==> src/rtl/s2p_stream.sv <==
// s2p_stream: collects WIDTH-bit samples into DEPTH-slot frames behind a one-deep output register.
// Optional macro S2P_BITREV_EN stores samples in bit-reversed slot order.
module s2p_stream #(
   parameter int unsigned WIDTH = 10,
   parameter int unsigned DEPTH = 64
) (
   input  logic                     clk,
   input  logic                     reset,
   input  logic                     i_valid,
   input  logic [WIDTH-1:0]         i_data,
   input  logic                     i_sof,
   output logic                     o_ready,
   output logic                     o_valid,
   output logic [WIDTH*DEPTH-1:0]   o_data,
   input  logic                     i_ready,
   output logic                     o_sof_err,
   output logic [7:0]               o_frame_cnt
);

   localparam int unsigned AW = $clog2(DEPTH);
   localparam logic [AW-1:0] LAST = AW'(DEPTH - 1);

   typedef logic [DEPTH-1:0][WIDTH-1:0] frame_t;

   logic [AW-1:0] cnt_q, cnt_d;
   frame_t        buf_q, buf_d;
   frame_t        data_q, data_d;
   logic          pending_q, pending_d;
   logic          valid_q, valid_d;
   logic          sof_err_q, sof_err_d;
   logic [7:0]    frame_cnt_q, frame_cnt_d;
   logic          accept;
   logic          slot_free;
   logic          complete;
   logic          load;
   logic [AW-1:0] wr_slot;

`ifdef S2P_BITREV_EN
   function automatic logic [AW-1:0] slot_map(input logic [AW-1:0] k);
      logic [AW-1:0] r;
      r = '0;
      for (int unsigned b = 0; b < AW; b++) begin
         r[b] = k[AW-1-b];
      end
      return r;
   endfunction
`else
   function automatic logic [AW-1:0] slot_map(input logic [AW-1:0] k);
      return k;
   endfunction
`endif

   assign o_ready   = reset && !pending_q;
   assign accept    = i_valid && o_ready;
   assign slot_free = !valid_q || i_ready;

   always_comb begin
      cnt_d       = cnt_q;
      buf_d       = buf_q;
      sof_err_d   = 1'b0;
      complete    = 1'b0;
      wr_slot     = '0;
      if (accept) begin
         // A start-of-frame restarts collection at slot 0 in both slot orders.
         if (i_sof) begin
            wr_slot   = '0;
            cnt_d     = AW'(1);
            sof_err_d = (cnt_q != '0);
         end else begin
            wr_slot  = slot_map(cnt_q);
            cnt_d    = cnt_q + AW'(1);
            complete = (cnt_q == LAST);
         end
         buf_d[wr_slot] = i_data;
      end

      load = (complete || pending_q) && slot_free;

      pending_d = pending_q;
      if (complete && !slot_free) begin
         pending_d = 1'b1;
      end else if (load) begin
         pending_d = 1'b0;
      end

      data_d      = data_q;
      valid_d     = valid_q;
      frame_cnt_d = frame_cnt_q;
      if (load) begin
         data_d      = buf_d;
         valid_d     = 1'b1;
         frame_cnt_d = frame_cnt_q + 8'd1;
      end else if (valid_q && i_ready) begin
         valid_d = 1'b0;
      end
   end

   always_ff @(posedge clk or negedge reset) begin
      if (!reset) begin
         cnt_q       <= '0;
         buf_q       <= '0;
         data_q      <= '0;
         pending_q   <= 1'b0;
         valid_q     <= 1'b0;
         sof_err_q   <= 1'b0;
         frame_cnt_q <= '0;
      end else begin
         cnt_q       <= cnt_d;
         buf_q       <= buf_d;
         data_q      <= data_d;
         pending_q   <= pending_d;
         valid_q     <= valid_d;
         sof_err_q   <= sof_err_d;
         frame_cnt_q <= frame_cnt_d;
      end
   end

   assign o_valid     = valid_q;
   assign o_data      = data_q;
   assign o_sof_err   = sof_err_q;
   assign o_frame_cnt = frame_cnt_q;

endmodule

==> config.mk <==
export PLATFORM = sky130hd
export DESIGN_NAME = s2p_stream
export DESIGN_NICKNAME = d
export VERILOG_FILES = /design/src/rtl/s2p_stream.sv
export SDC_FILE = /design/constraint.sdc
export NUM_CORES = 1
export LEC_CHECK = 0
export ABC_AREA = 1
export CORE_ASPECT_RATIO = 0.5
export CORE_UTILIZATION = 55
export DETAILED_ROUTE_END_ITERATION = 7
export HOLD_SLACK_MARGIN = 0.03
export PLACE_DENSITY = 0.8
export SLEW_MARGIN = 20
export SYNTH_ARGS = -nofsm -noshare
export SYNTH_HDL_FRONTEND = slang
export SYNTH_SLANG_ARGS = --single-unit
export TNS_END_PERCENT = 100
==> constraint.sdc <==
create_clock -name clk -period 4.2 [get_ports clk]
set_input_delay 0.42 -clock clk [delete_from_list [all_inputs] [get_ports clk]]
set_output_delay 0.42 -clock clk [all_outputs]
set_load 0.01 [all_outputs]
# Word-level counts from Yosys, hierarchy flattened

Cells that the tools add are included.
Widths: inputs -> output; s select.

Register bits after elaboration: 1297
Bits of input ports: 15
Output and inout port bits: 651
Word-level logic and storage cells: 167

Add/sub/neg operators: 2
Order comparisons: 2
Equality and inequality tests: 1
Multiplexer cells: 15
Reductions and logical operators: 14

Operator list:

| kind                | number |
|---|---|
| $bwmux 640          | 1 |
| $mux 640            | 1 |
| $demux 10 s6        | 1 |
| $mux 6              | 3 |
| $mux 10             | 1 |
| $add 8x1->8 const B | 1 |
| $mux 1              | 8 |
| $lt 6x7->1 const B  | 1 |
| $add 6x1->6 const B | 1 |
| $eq 6x6->1 const B  | 1 |
| $ge 6x1->1 const B  | 1 |
| $logic_and 1x1->1   | 6 |
| $reduce_bool 6->1   | 1 |
| $reduce_bool 2->1   | 2 |
| $logic_not 1->1     | 3 |
| $logic_or 1x1->1    | 2 |

# Depth between registers and ports, before layout

Gate-level depths: netlist of run 1.

Word-level depth: 10
Mapped depth: 11
Mapped depth without buffers: 9

# Least setup slack after synthesis of run 1

Ideal clock, no wire load.

Kind: reg2reg
Start point: register cnt_q[0]
End point: register data_q (netlist bit o_data[120])
Library setup time: 0.066 ns
Data arrival time: 1.621 ns
Data required time: 4.134 ns
Setup slack: 2.514 ns
Stages on the path, launching flop included: 12
Buffers on the path: 3
Period minus slack after synthesis: 1.686 ns
Path through: dfrtp_1 -> ha_1 -> nand3_1 -> nor2_1 -> nand3_2 -> nand2_1 -> nand2_1 -> buf_4 -> buf_2 -> buf_1 -> nand2_1 -> nand2_1

Cells in the longest elaborated chain, start to end: 8
Elaborated cells between the ends (all ways): 14
Those cells by class: order compare (2); eq/ne (1); mux (8); reduce/logical (3)

Ends and longest elaborated chain:

| what                                                           | RTL line | text |
|---|---|---|
| from (decl)                                                    | 25       | `logic [AW-1:0] cnt_q, cnt_d;` |
| from (signal assigned)                                         | 108      | `cnt_q <= cnt_d;` |
| $mux 6                                                         | 65       | `if (i_sof) begin` |
| $mux 6                                                         | 63       | `if (accept) begin` |
| $lt 6x7->1 (not written as such) or $ge 6x1->1 (tied branches) | 74       | `buf_d[wr_slot] = i_data;` |
| $logic_and 1x1->1 (not written as such)                        | 74       |  |
| $mux 10 (not written as such)                                  | 74       |  |
| $demux 10 s6                                                   | 74       |  |
| $bwmux 640                                                     | 74       |  |
| $mux 640                                                       | 63       |  |
| to (signal assigned)                                           | 110      | `data_q <= data_d;` |
| to (decl)                                                      | 27       | `frame_t data_q, data_d;` |

Several ways; a longest one is shown, not always the timed one. The select of a mux whose other input is x is not followed.
A chain may end at the register's enable or synchronous reset.

# Final worst setup path of run 1

Start point: input reset
End point: output o_ready

Cells in the longest elaborated chain, start to end: 1

Ends and longest elaborated chain:

| what              | RTL line | text |
|---|---|---|
| from (decl)       | 8        | `input logic reset,` |
| $logic_and 1x1->1 | 53       | `assign o_ready = reset && !pending_q;` |
| to (decl)         | 12       | `output logic o_ready,` |

No other way between the ends.

==> results of run 1 <==
-- routing by layer --
layer / routed length, um / part of all wire / vias up
li1: - / - / 19020
met1: 59400 / 0.37 / 21191
met2: 76100 / 0.48 / 2151
met3: 12200 / 0.076 / 589
met4: 12300 / 0.077 / 0
met5: 0 / 0 / -
-- power by group --
group,total (uW),internal [uW],switching [uW]
Combinational,1360,267,1090
Sequential,13000,12800,137
Clock,10900,6070,4810
Total,25200,19200,6040
-- path summary, 6_finish.rpt --
check / start / cells after the start / to / slack, ns
worst max-delay path: reset / 6 / o_ready / 0.78
worst min-delay path: i_data[7] / 3 / buf_q[567] / 0.23
worst max register to register: cnt_q[1] / 8 / o_data[185] / 1.36
worst min register to register: buf_q[304] / 2 / buf_q[304] / 0.47
max in group asynchronous: reset / 4 / o_data[27] / 1.61
min in group asynchronous: reset / 2 / o_data[260] / 0.26
-- cell usage after synthesis --
cell type     n
nand3_2      38
nand3_4       1
inv_1        20
a21oi_4       1
nor2_2       13
buf_4        18
nor2_1       36
nand4_1     230
clkbuf_1    190
nand2_1    3317
a21oi_1       4
nand3_1     363
buf_2       153
nor2_4        5
buf_1        11
ha_1          3
nor3_1        1
o21bai_1      1
xor2_1        3
o21ai_0      15
nor3b_1       1
o21ai_2       1
xnor2_1       3
a31oi_1       1
inv_2         5
nand2_2       9
dfrtp_1    1297
-- critical path: stages --
cell,delay (ns)
dlygate4sd3_1,0.61
buf_16,0.36
buf_4,0.71
nand2_1,0.11
inv_1,0.08
clkdlybuf4s50_1,0.62
-- cell usage in the layout (no fill, tap or decap), types with 7 or more instances in the layout --
cell type,count
clkinvlp_4,7
clkinv_2,21
o21ai_0,15
nand3_1,363
nand3_2,38
inv_1,20
buf_4,76
buf_12,33
dfrtp_1,1297
nor2_4,19
clkbuf_1,23
nand2_1,3315
clkdlybuf4s50_1,654
nand2_2,10
clkbuf_16,109
nor2_1,33
bufinv_16,14
clkbuf_8,22
nand4_1,230
-- state kept, by name, indices dropped and copies added (netlist names) --
name,count
buf_q,640
cnt_q,6
o_data,640
o_frame_cnt,8
o_sof_err,1
o_valid,1
pending_q,1
-- kinds of logic (layout without fill, tap and decap cells) --
logic type | Yosys count | count (layout) | share of synthesized area
other | 0 | 1 | 0
DFF | 1297 | 1297 | 0.638
xor gates and xnor gates | 6 | 6 | 0.00103
AOI/OAI and AO/OA | 23 | 23 | 0.00263
adders and majority gates | 3 | 3 | 0.000738
and+or+nand+nor | 4014 | 4014 | 0.323
buffers and inverters | 397 | 994 | 0.0344
-- per-stage QoR --
stage | hold slack (ns) | instances | power [uW]
2_1_floorplan | 0.124 | 5740 | 13900
3_3_place_gp | 0.367 | 7372 | 14500
3_5_place_dp | 0.366 | 7372 | 14500
4_1_cts | 0.187 | 7576 | 25200
5_1_grt | 0.215 | 7578 | 25900
6_report | 0.227 | 7578 | 25200
-- area by class of cell --
cell class              instances  area [sq um]
repair buffers                766          7840
clock inverters                49           681
well taps                    1240          1550
multi-input cells            4046         16800
fillers                      6850         28600
clock buffers                 154          3120
flip-flops and latches       1297         32500
diodes                          1          2.50
inverters                      25          95.1
-- repair_timing --
item | in CTS | in global routing
hold buffers | 1 | 0
hold endpoints to repair | 67 | 0
endpoints found under the setup margin | 0 | 0
==> results.tsv, run 1 <==
metric	value	unit
outcome	completed	
ant_nets	0	
endpoint_kind	output pin	
rsz0062_at_grt	no	
skew	0.0376	ns
synth_top_area_frac	0.638	
synth_nets	5758	
grtUsageMet2	0.539	
syn2layout_area_growth	22.9	%
overflow	0	
yosys_warnings	0	
hpwl	101	mm
num_vias	42951	
clk_pin_slew	0.07	ns
drt-wirelength-per-cell	21.1	um
stdcell_area	0.0625	sq mm
arrival	3.00	ns
hold_path.class	in2reg	
grt_max_degree	185	
crit_required	3.78	ns
fin_ws	0.781	ns
drc	0	
cts_made_buffers	109	
synth_seq_cells	1297	
root_buffer	clkbuf_16	
dieHeight	217	um
relSlewSlack	0.220	
cts_tree	built	
grt_pass1_vias	42276	
syn-cell-area	0.0509	sq mm
met1_usage	0.439	
drv_slew	0	
postCtsSetupRepairBufs	0	
cts_max_level	3	
tightest_slew	1.17	ns
drt_iter0_drc	4850	
grt_pass1_wl	245	mm
die_x	432	um
grt_use_total	0.341	
place_congestion	0.881	
place_area	0.0587	sq mm
drive_above_1_share	0.0582	
cts.sinks	1297	
busiest_layer	met2	
antenna_found_initial	1	
max_cap_viol_count	0	
num_rows	78	
post_cts_resized	0	
finalCriticalPeriod	3.42	ns
dp_slack	0.849	ns
nets	6263	
leakagePower	0.0337	uW
ios	666	
netlist_top_cells_area	dfrtp_1 (64%), nand2_1 (24%), nand3_1 (3.6%), nand4_1 (2.8%), buf_2 (1.5%)	
port_buffers	665	
powerDensity	403	mW/mm^2
timing.fmax	292	MHz
die-area	0.0938	sq mm
hold_viol	0	
clockBufferDepth	3	
fin_util	0.686	
ir_drop	0.345	mV
drt_pass1_iterations	6	
start_kind	input port	
core	0.0912	sq mm
syn_area_per_cell	8.86	sq um
netlist_instances	5740	
yosysSeqAreaShare	0.638	
cp_max_fo	74	
clk_latency	0.76	ns
ys_types	27	
worstSetupPathType	in2out	
via_per_inst	5.67	
tns	0	ns
start_util	0.558	
gr-usage-met3	0.0556	
wl	160	mm
synth_top_area_cell	dfrtp_1	
finalSetupViolCount	0	
min_period_over_period	0.814	
(Power assumes the default switching activity.)
==> run 2: changes to the inputs <==
CORE_UTILIZATION = 50   (was 55)
PLACE_DENSITY = 0.76   (was 0.8)
clock period = 2.9 ns   (was 4.2 ns; I/O delays follow)
==> run 2 against run 1 <==
Design area is 0.56% higher; wire length is 1.6% higher; clock skew is 0.015 ns lower; highest routed layer unchanged; first-iteration DRC count is 6.0% lower; flip-flop and latch count stayed put; critical path depth is 3 higher.
==> results.tsv, run 2 (same netlist as run 1, synthesis figures left out) <==
metric	value	unit
outcome	completed	
final_common_cell	nand2_1	
crit_chain	ha_1 > nand3_1 > nor2_1 > nand3_2 > a21oi_4 > buf_12 > buf_12 > nand2_1 > nand2_1	
syn2layout_area_growth	23.6	%
cts.sinks	1297	
crit_required	3.56	ns
die_x	453	um
cts_made_buffers	107	
clk_pin_slew	0.07	ns
cts_tree	built	
rsz0062_at_grt	no	
fill_cells	7994	
skew	0.0231	ns
cts_max_level	3	
die-area	0.103	sq mm
drt_pass1_iterations	6	
highest_layer	met4	
min_period_over_period	0.881	
hpwl	103	mm
drc	0	
wl_met2	77.2	mm
timing.fmax	391	MHz
wl	163	mm
cp.buffers_inverters	2	
drv_slew	0	
grt_pass1_vias	42729	
timing.hold.ws	0.103	ns
endpoint_kind	register	
grt_max_degree	189	
start_util	0.507	
relSlewSlack	0.332	
powerDensity	577	mW/mm^2
overflow	0	
hold_buffers	5	
hold_viol	0	
most-common-layout-cells	nand2_1 (3315), dfrtp_1 (1297), clkdlybuf4s50_1 (654)	
tightest_slew	1.00	ns
antenna_found_initial	2	
leakagePower	0.0338	uW
cp_slowest_cell	dfrtp_1	
max_cap_viol_count	0	
finalSetupViolCount	0	
drt-wirelength-per-cell	21.1	um
clk_latency	0.74	ns
crit_family	buffers and inverters	
place_congestion	0.892	
hold_path.class	in2reg	
postCtsSetupRepairBufs	0	
num_rows	82	
nets	6277	
cp_max_fo	63	
place_area	0.0591	sq mm
grt_use_total	0.314	
drt-met1-wl	62.1	mm
root_buffer	clkbuf_16	
drt_iter0_drc	4557	
drive_above_1_share	0.0595	
grt_pass1_wl	247	mm
num_vias	42730	
via_per_inst	5.55	
post_cts_resized	0	
core	0.100	sq mm
ant_nets	0	
worstSetupPathType	reg2reg	
clockBufferDepth	3	
start_kind	register	
wl_met3	11.2	mm
ir_drop	0.453	mV
ios	666	
tns	0	ns
finalCriticalPeriod	2.56	ns
arrival	3.22	ns
max_stage_delay	0.58	ns
stdcell_area	0.0629	sq mm
dieHeight	228	um
port_buffers	665	
[run 2: metal layers]
metal,vias up,global-route usage
met5,-,0
li1,19065,-
met2,1850,0.503
met4,0,0.209
met3,544,0.0536
met1,21271,0.396
[run 2: report_power, final]
part,internal (uW),switching (uW),total [uW]
sequential,18600,213,18800
clock,8560,6880,15400
combinational,437,1600,2030
[run 2: worst min-delay path, stage by stage]
cell     delay (ns)
buf_4          0.27
nand3_1        0.15
nand2_1        0.07
[run 2: area by class of cell]
cell class              count  area (sq um)  area share
diodes                      2          5.00   0.0000796
inverters                  25          93.8     0.00149
well taps                1344          1680      0.0268
flip-flops and latches   1297         32500       0.516
clock buffers             150          3060      0.0487
clock inverters            48           637      0.0101
multi-input cells        4046         16800       0.267
repair buffers            782          8160       0.130
[run 2: worst paths after layout]
kind / from / cells past startpoint / to / slack, ns
min reg2reg: buf_q[624] / 2 / buf_q[624] / 0.47
min: i_data[8] / 3 / buf_q[388] / 0.10
max reg2reg: cnt_q[1] / 9 / o_data[352] / 0.34
max: cnt_q[1] / 9 / o_data[352] / 0.34
max in group asynchronous: reset / 4 / buf_q[266] / 1.00
min in group asynchronous: reset / 2 / cnt_q[1] / 0.11
[run 2: through the flow]
stage	setup slack [ns]	total power, uW	instances	utilization
3_5_place_dp	0.188	21100	7489	0.588
4_1_cts	0.379	36400	7692	0.626
3_3_place_gp	0.251	21000	7489	0.588
6_report	0.344	36300	7694	0.626
2_1_floorplan	1.21	20100	5740	-
5_1_grt	0.218	37400	7694	0.626
